--- src/rtl/uart_packet_parser.sv ---
// Frames UART bytes into {opcode, reserved, len_lsb, len_msb, payload} packets and issues ALU
// commands or echoes the payload. Define PARSER_TIMEOUT_EN to enable the inter-byte timeout.
module uart_packet_parser #(
  parameter int DATA_W         = 32,
  parameter int MAX_OPERANDS   = 4,
  parameter int TIMEOUT_CYCLES = 1000000
) (
  input  logic                              clk,
  input  logic                              rst,
  input  logic [7:0]                        rx_data_i,
  input  logic                              rx_valid_i,
  output logic [7:0]                        echo_data_o,
  output logic                              echo_valid_o,
  output logic                              cmd_valid_o,
  input  logic                              cmd_ready_i,
  output logic [7:0]                        cmd_opcode_o,
  output logic [$clog2(MAX_OPERANDS+1)-1:0] cmd_count_o,
  output logic [MAX_OPERANDS*DATA_W-1:0]    cmd_operands_o,
  output logic                              err_o,
  output logic [1:0]                        err_code_o,
  output logic                              busy_o
);

  localparam int          CNT_W = $clog2(MAX_OPERANDS+1);
  localparam int          B     = DATA_W/8;
  localparam int          BI_W  = (B > 1) ? $clog2(B) : 1;
  localparam logic [31:0] B_U   = 32'(B);
  localparam logic [31:0] MAX_U = 32'(MAX_OPERANDS);

  // Opcode encodings shared with the ALU side.
  localparam logic [7:0] OP_ADD  = 8'h01;
  localparam logic [7:0] OP_MUL  = 8'h02;
  localparam logic [7:0] OP_DIV  = 8'h03;
  localparam logic [7:0] OP_ECHO = 8'h04;

  localparam logic [1:0] ERR_OPCODE  = 2'd0;
  localparam logic [1:0] ERR_LENGTH  = 2'd1;
  localparam logic [1:0] ERR_OVERRUN = 2'd2;
  localparam logic [1:0] ERR_TIMEOUT = 2'd3;

  typedef enum logic [2:0] {
    S_OPCODE, S_RESERVED, S_LSB, S_MSB, S_PAYLOAD, S_ECHO, S_DRAIN, S_ISSUE
  } state_t;

  state_t            state_q, state_d;
  logic [7:0]        opcode_q;
  logic [7:0]        lsb_q;
  logic [15:0]       plen_q;
  logic [15:0]       cnt_q;
  logic [CNT_W-1:0]  opnd_idx_q;
  logic [BI_W-1:0]   byte_idx_q;

  logic [15:0]       len_full;
  logic [15:0]       plen;
  logic [31:0]       p32;
  logic              last_byte;
  logic              err_d;
  logic [1:0]        err_code_d;
  logic              echo_d;
  logic              to_hit;

  function automatic logic is_opcode(input logic [7:0] b);
    return (b == OP_ADD) || (b == OP_MUL) || (b == OP_DIV) || (b == OP_ECHO);
  endfunction

  assign len_full  = {rx_data_i, lsb_q};
  assign plen      = len_full - 16'd4;
  assign p32       = {16'd0, plen};
  assign last_byte = (cnt_q == plen_q - 16'd1);

`ifdef PARSER_TIMEOUT_EN
  localparam int TO_W = $clog2(TIMEOUT_CYCLES+1);
  logic [TO_W-1:0] to_cnt_q;
  logic            timed;

  // ISSUE and OPCODE are deliberately excluded: an unconsumed command never expires.
  assign timed  = (state_q == S_RESERVED) || (state_q == S_LSB) || (state_q == S_MSB) ||
                  (state_q == S_PAYLOAD) || (state_q == S_ECHO) || (state_q == S_DRAIN);
  assign to_hit = timed && !rx_valid_i && (to_cnt_q == TO_W'(TIMEOUT_CYCLES-1));

  always_ff @(posedge clk or posedge rst) begin
    if (rst)                              to_cnt_q <= '0;
    else if (rx_valid_i || !timed || to_hit) to_cnt_q <= '0;
    else                                  to_cnt_q <= to_cnt_q + TO_W'(1);
  end
`else
  assign to_hit = 1'b0;
`endif

  always_comb begin
    state_d    = state_q;
    err_d      = 1'b0;
    err_code_d = err_code_o;
    echo_d     = 1'b0;
    case (state_q)
      S_OPCODE: if (rx_valid_i) begin
        if (is_opcode(rx_data_i)) begin
          state_d = S_RESERVED;
        end else begin
          err_d      = 1'b1;
          err_code_d = ERR_OPCODE;
        end
      end
      S_RESERVED: if (rx_valid_i) state_d = S_LSB;
      S_LSB:      if (rx_valid_i) state_d = S_MSB;
      S_MSB: if (rx_valid_i) begin
        if (len_full < 16'd4) begin
          err_d      = 1'b1;
          err_code_d = ERR_LENGTH;
          state_d    = S_OPCODE;
        end else if (opcode_q == OP_ECHO) begin
          state_d = (plen == 16'd0) ? S_OPCODE : S_ECHO;
        end else if (plen == 16'd0) begin
          err_d      = 1'b1;
          err_code_d = ERR_LENGTH;
          state_d    = S_OPCODE;
        end else if (((p32 % B_U) != 32'd0) || ((p32 / B_U) > MAX_U)) begin
          err_d      = 1'b1;
          err_code_d = ERR_LENGTH;
          state_d    = S_DRAIN;
        end else begin
          state_d = S_PAYLOAD;
        end
      end
      S_PAYLOAD: if (rx_valid_i && last_byte) state_d = S_ISSUE;
      S_ECHO: if (rx_valid_i) begin
        echo_d = 1'b1;
        if (last_byte) state_d = S_OPCODE;
      end
      S_DRAIN: if (rx_valid_i && last_byte) state_d = S_OPCODE;
      S_ISSUE: begin
        // The stray byte is reported even when the handshake completes on the same cycle.
        if (rx_valid_i) begin
          err_d      = 1'b1;
          err_code_d = ERR_OVERRUN;
        end
        if (cmd_valid_o && cmd_ready_i) state_d = S_OPCODE;
      end
      default: state_d = S_OPCODE;
    endcase
    if (to_hit) begin
      state_d    = S_OPCODE;
      err_d      = 1'b1;
      err_code_d = ERR_TIMEOUT;
    end
  end

  always_ff @(posedge clk or posedge rst) begin
    if (rst) begin
      state_q        <= S_OPCODE;
      opcode_q       <= '0;
      lsb_q          <= '0;
      plen_q         <= '0;
      cnt_q          <= '0;
      opnd_idx_q     <= '0;
      byte_idx_q     <= '0;
      echo_data_o    <= '0;
      echo_valid_o   <= 1'b0;
      cmd_valid_o    <= 1'b0;
      cmd_opcode_o   <= '0;
      cmd_count_o    <= '0;
      cmd_operands_o <= '0;
      err_o          <= 1'b0;
      err_code_o     <= '0;
      busy_o         <= 1'b0;
    end else begin
      state_q      <= state_d;
      err_o        <= err_d;
      err_code_o   <= err_code_d;
      echo_valid_o <= echo_d;
      busy_o       <= (state_d != S_OPCODE);
      cmd_valid_o  <= (state_d == S_ISSUE);
      if (echo_d) echo_data_o <= rx_data_i;
      if (rx_valid_i) begin
        case (state_q)
          S_OPCODE: if (is_opcode(rx_data_i)) begin
            opcode_q       <= rx_data_i;
            cmd_operands_o <= '0;
            cmd_count_o    <= '0;
          end
          S_LSB: lsb_q <= rx_data_i;
          S_MSB: begin
            plen_q     <= plen;
            cnt_q      <= '0;
            opnd_idx_q <= '0;
            byte_idx_q <= '0;
          end
          S_PAYLOAD: begin
            cnt_q <= cnt_q + 16'd1;
            for (int j = 0; j < MAX_OPERANDS; j++) begin
              for (int k = 0; k < B; k++) begin
                if (opnd_idx_q == CNT_W'(j) && byte_idx_q == BI_W'(k))
                  cmd_operands_o[j*DATA_W + k*8 +: 8] <= rx_data_i;
              end
            end
            if (byte_idx_q == BI_W'(B-1)) begin
              byte_idx_q <= '0;
              opnd_idx_q <= opnd_idx_q + CNT_W'(1);
            end else begin
              byte_idx_q <= byte_idx_q + BI_W'(1);
            end
            // The final byte always completes an operand, so the index is P/B-1 here.
            if (last_byte) begin
              cmd_count_o  <= opnd_idx_q + CNT_W'(1);
              cmd_opcode_o <= opcode_q;
            end
          end
          S_ECHO, S_DRAIN: cnt_q <= cnt_q + 16'd1;
          default: ;
        endcase
      end
      if (to_hit) cmd_operands_o <= '0;
    end
  end

endmodule

--- config.mk ---
export PLATFORM = sky130hd
export DESIGN_NAME = uart_packet_parser
export DESIGN_NICKNAME = d
export VERILOG_FILES = /design/src/rtl/uart_packet_parser.sv
export SDC_FILE = /design/constraint.sdc
export NUM_CORES = 1
export LEC_CHECK = 0
export CAP_MARGIN = 25
export CORE_ASPECT_RATIO = 1.4
export CORE_UTILIZATION = 39
export CTS_CLUSTER_SIZE = 8
export DETAILED_ROUTE_END_ITERATION = 8
export GPL_TIMING_DRIVEN = 1
export HOLD_SLACK_MARGIN = 0.08
export SLEW_MARGIN = 0
export SYNTH_ARGS = -nofsm -noshare
export SYNTH_HDL_FRONTEND = slang
export SYNTH_SLANG_ARGS = --single-unit
--- constraint.sdc ---
create_clock -name clk -period 21 [get_ports clk]
set_clock_uncertainty 0.1 [all_clocks]
set_input_delay 5.25 -clock clk [delete_from_list [all_inputs] [get_ports clk]]
set_output_delay 5.25 -clock clk [all_outputs]
set_load 0.005 [all_outputs]
# Word level (Yosys, flattened, before mapping)

Index checks and enable logic that the tools add are counted.

$add $sub $neg: 5
Multipliers: 0
Divide/modulo/power cells: 0
Magnitude comparators: 2
Equal/unequal tests: 45
Shift operators: 0
Multiplexer cells: 61
Bitwise logic cells: 0
Reduce and logical (&&, ||, !) cells: 58

Operators by type and width:

| kind                  | number |
|---|---|
| $pmux 128 s2          | 1 |
| $mux 128              | 1 |
| $mux 8                | 16 |
| $reduce_and 4->1      | 17 |
| $mux 3                | 17 |
| $ne 2x2->1 const B    | 23 |
| $pmux 16 s2           | 1 |
| $reduce_bool 32->1    | 1 |
| $pmux 3 s8            | 1 |
| $mux 2                | 10 |
| $logic_and 1x1->1     | 18 |
| $add 16x1->16 const B | 1 |
| $eq 16x16->1          | 1 |
| $eq 8x2->1 const B    | 2 |
| $eq 8x3->1 const B    | 2 |
| $logic_not 16->1      | 1 |
| $lt 16x3->1 const B   | 1 |
| $sub 16x1->16 const B | 1 |
| $sub 16x3->16 const B | 1 |
| $eq 3x3->1 const B    | 5 |
| $gt 14x3->1 const B   | 1 |
| $eq 3x2->1 const B    | 4 |
| $pmux 3 s2            | 2 |
| $mux 1                | 9 |
| other kinds (20)      | 34 |

Register bits: 209
Latch bits: 0
Bits in writable memories: 0
Bits in read-only memories: 0
Bits of input ports: 12
Output and inout bits: 153
Logic and storage cells: 202
Memories: 0

# Logic depth before layout (Yosys ltp)

Depth in word-level cells: 10
Mapped depth: 10
Mapped depth without buffers: 9

# Worst setup path after synthesis

Ideal clock, no wire load.

Kind: in2reg
Start: input port rx_data_i[3]
End: register cmd_operands_o[16]
Library setup time: 125 ps
Arrival: 7,563 ps
Data required time: 20,775 ps
Setup slack: 13,212 ps
Stages: 9
Path buffers: 3
Cell sequence: clkbuf_1 or3_1 nor4b_1 nor2b_1 nand2b_1 clkbuf_1 clkbuf_1 nor2_1 mux2_2

Cells in the longest elaborated chain, start to end: 6
Elaborated cells on any way between the ends: 9
Classes of those cells: 5 x eq/ne; 4 x reduce/logical

RTL lines:

| element                                         | line | RTL |
|---|---|---|
| from (decl)                                     | 10   | `input logic [7:0] rx_data_i,` |
| $eq 8x1->1 / $eq 8x2->1 (equally long branches) | 63   | `return (b == OP_ADD) \|\| (b == OP_MUL) \|\| (b == OP_DIV) \|\| (b == OP_ECHO);` |
| $logic_or 1x1->1 (2 in series)                  | 63   |  |
| $logic_or 1x1->1 (*)                            | 63   |  |
| $ne 2x2->1 (no line) (*)                        | -    |  |
| $reduce_and 4->1 (no line) (*)                  | -    |  |
| to (signal, indexed assignment)                 | 193  | `cmd_operands_o[j*DATA_W + k*8 +: 8] <= rx_data_i;` |
| to (decl)                                       | 18   | `output logic [MAX_OPERANDS*DATA_W-1:0] cmd_operands_o,` |

Every way passes the cells marked *; elsewhere a longest branch is shown, timed or not.
A chain may end at the register's enable or synchronous reset.

# Final worst setup path

Start: input port rx_data_i[3]
End: register cmd_operands_o[64]

Same word-level chain as after synthesis.

==> flow_summary.toml <==
[route]
drt_first_iter_violations = 312
via_per_inst = 5.287
avgRoutedWirePerCell_um = 19.82
routed-via-count = 6662
drc = 0
ant_nets = 0
wl_um = 24980
drt_pass1_iterations = 4

[worst_setup_path]
crit_arrival_ps = 8580
cp.required_ps = 21300
path_class = "input pin to flop"
r2r-start = "plen_q[0]"
reg2reg_depth = 9
critPathMaxFanout = 13
rrSetupSlack_ps = 17130
crit_path_end_kind = "flop"
reg2reg_to = "cmd_opcode_o[6]"
worstSetupStartpointType = "input pin"

[synthesis]
synth_edf_count = 0
synth_area_leaders = "dfrtp_1, mux2_2, nand2_1, xor2_1, xnor2_1"
ys_warn_count = 0
synth_top_area_cell = "dfrtp_1"
syn-num-nets = 819
synth_commonest_cells = "dfrtp_1, mux2_2, nand2_1"
yosysSeqAreaShare_pct = 55.03
synthCells = 794
synth_top_area_share_pct = 55.03
syn_area_per_cell_um2 = 11.97
syn_area_um2 = 9504
async_flop_share_pct = 100.0
synth_ff_type = "dfrtp_1"
ys_seq_elements = 209
synth.most_common_cell = "dfrtp_1"
ys_types = 64

[status]
status = "completed"

[clock_tree]
root_buffer = "clkbuf_16"
insertion_delay_ps = 530
htree_levels = 1
clockBufferDepth = 3
cts.clk_slew.worst_paths_ps = 50
cts.sinks = 209
cts_resized = 0
cts_setup_buffers = 0
cts.hold.buffers_added = 0
numCtsBuffers = 30
cts_tree = "built"

[layout]
nFillCells = 2158
layout.nets = 974
layout-drive-gt1-share_pct = 20.42
antenna_cells = 0
area_delta_synth_final_pct = 28.36

[die]
die_h_um = 186.7
coreArea_um2 = 23890
die_area_um2 = 25010
rows = 67
io_pins = 165
start_util_pct = 39.78
die_x_um = 133.9

[sta]
slew_viol_final = 0
setup_tns_ps = 0
layout_min_cycle_time_ps = 8274
max_slew_margin_pct = 35.80
finalSetupViolCount = 0
fmax_mhz = 120.9
hold_viol = 0
rsz0062_at_grt = "false"
worst_slack_ps = 12730
worst_slew_pin_slew_ps = 963.0
period_share_pct = 39.40

[grt]
track_usage_pct = 20.40
antenna_found_initial = 0
grt_max_degree = 133
grt_first_pass_wirelength_um = 39740
grt.overflow.total = 0
grt_pass1_vias = 6999

[placed_design]
gp_congestion = 0.8452
port-buffer-count = 164
hpwl_um = 17210
pre_cts_ws_ps = 12140

[hold_path]
min_from = "echo_data_o[7]"
hp-class = "flop to flop"
worstHoldEndpoint = "echo_data_o[7]"
hold_depth = 2

[power_and_ir_drop]
vdd_ir_drop_max_v = 0.00009216
power.density_nw_per_um2 = 148.2
total_power_uw = 1808
leakagePower_uw = 0.005482

[flow_run]
maxCapViolCount = 0
flip-flops by register name (all words and copies together) (netlist names), 3 cells and up:
name,count
state_q,3
echo_data_o,8
cmd_count_o,3
plen_q,16
opnd_idx_q,3
cnt_q,16
cmd_operands_o,128
lsb_q,8
opcode_q,8
cmd_opcode_o,8
layer usage:
layer  track usage (%)  wire (um)  share of wire [%]
met1             24.32       9993                 40
met2             35.73      12780                 51
met3             5.488       1683                6.7
met4             5.594        523                2.1
met5                 0          0                  0
through the flow:
step	utilization [%]	cell area, um2	cells	hold WS (ps)
2_1_floorplan	-	9504	794	359.1
3_3_place_gp	47.65	11380	1226	361.5
3_5_place_dp	47.65	11380	1226	366.7
4_1_cts	50.95	12170	1259	376.3
5_1_grt	51.06	12200	1260	388.9
6_report	51.06	12200	1260	379.0
cells in the final DEF (no fill, tap or decap), drive strengths merged, types with 12 or more instances in the layout:
| cell type | n |
|---|---|
| dfrtp | 209 |
| nand2 | 70 |
| clkbuf | 32 |
| xnor2 | 21 |
| xor2 | 26 |
| and3 | 17 |
| a21oi | 14 |
| o21ai | 32 |
| inv | 12 |
| clkdlybuf4s50 | 164 |
| mux2 | 151 |
| nor2 | 47 |
| nor3 | 13 |
| nand3 | 15 |
| ha | 13 |
final cells by class:
| type | instances | area (um2) | share of cell area (%) |
|---|---|---|---|
| Tap cell | 310 | 387.9 | 3.179 |
| Multi-Input combinational cell | 526 | 4041 | 33.13 |
| Inverter | 14 | 60.06 | 0.4923 |
| Clock inverter | 1 | 8.758 | 0.07179 |
| Clock buffer | 32 | 779.5 | 6.390 |
| Timing Repair Buffer | 168 | 1692 | 13.87 |
| Sequential cell | 209 | 5230 | 42.87 |
cells by family after synthesis:
family                     share of synthesized area [%]
and+or+nand+nor                                    12.60
DFF                                                55.03
AOI/OAI and AO/OA                                  5.516
xor gates and xnor gates                           4.331
adders and majority gates                          1.711
buffers and inverters                              2.501
muxes                                              18.31
critical path, stage by stage:
cell and delay (ps):
clkdlybuf4s50_1 570, or3_1 430, nor4b_1 550, nor2b_1 210
nand2b_1 420, nor2_1 720, mux2_2 410
worst max-delay path by stage:
| stage | startpoint | endpoint | slack [ps] | cells past startpoint |
|---|---|---|---|---|
| CTS | rx_data_i[3] | cmd_operands_o[64] | 12670 | 7 |
| detailed placement | rx_data_i[3] | cmd_operands_o[64] | 12140 | 7 |
| global route | rx_data_i[4] | cmd_operands_o[48] | 12510 | 7 |
| global placement | rx_data_i[5] | cmd_operands_o[69] | 12140 | 7 |
| floorplan | rst | busy_o | 9940 | 1 |
| finish | rx_data_i[3] | cmd_operands_o[64] | 12730 | 7 |
where the power goes:
group	total (uW)	switching, uW	internal (uW)
Clock	419	163	256
Combinational	713	311	402
Sequential	676	122	554
Power figures use the tool's default switching activity.
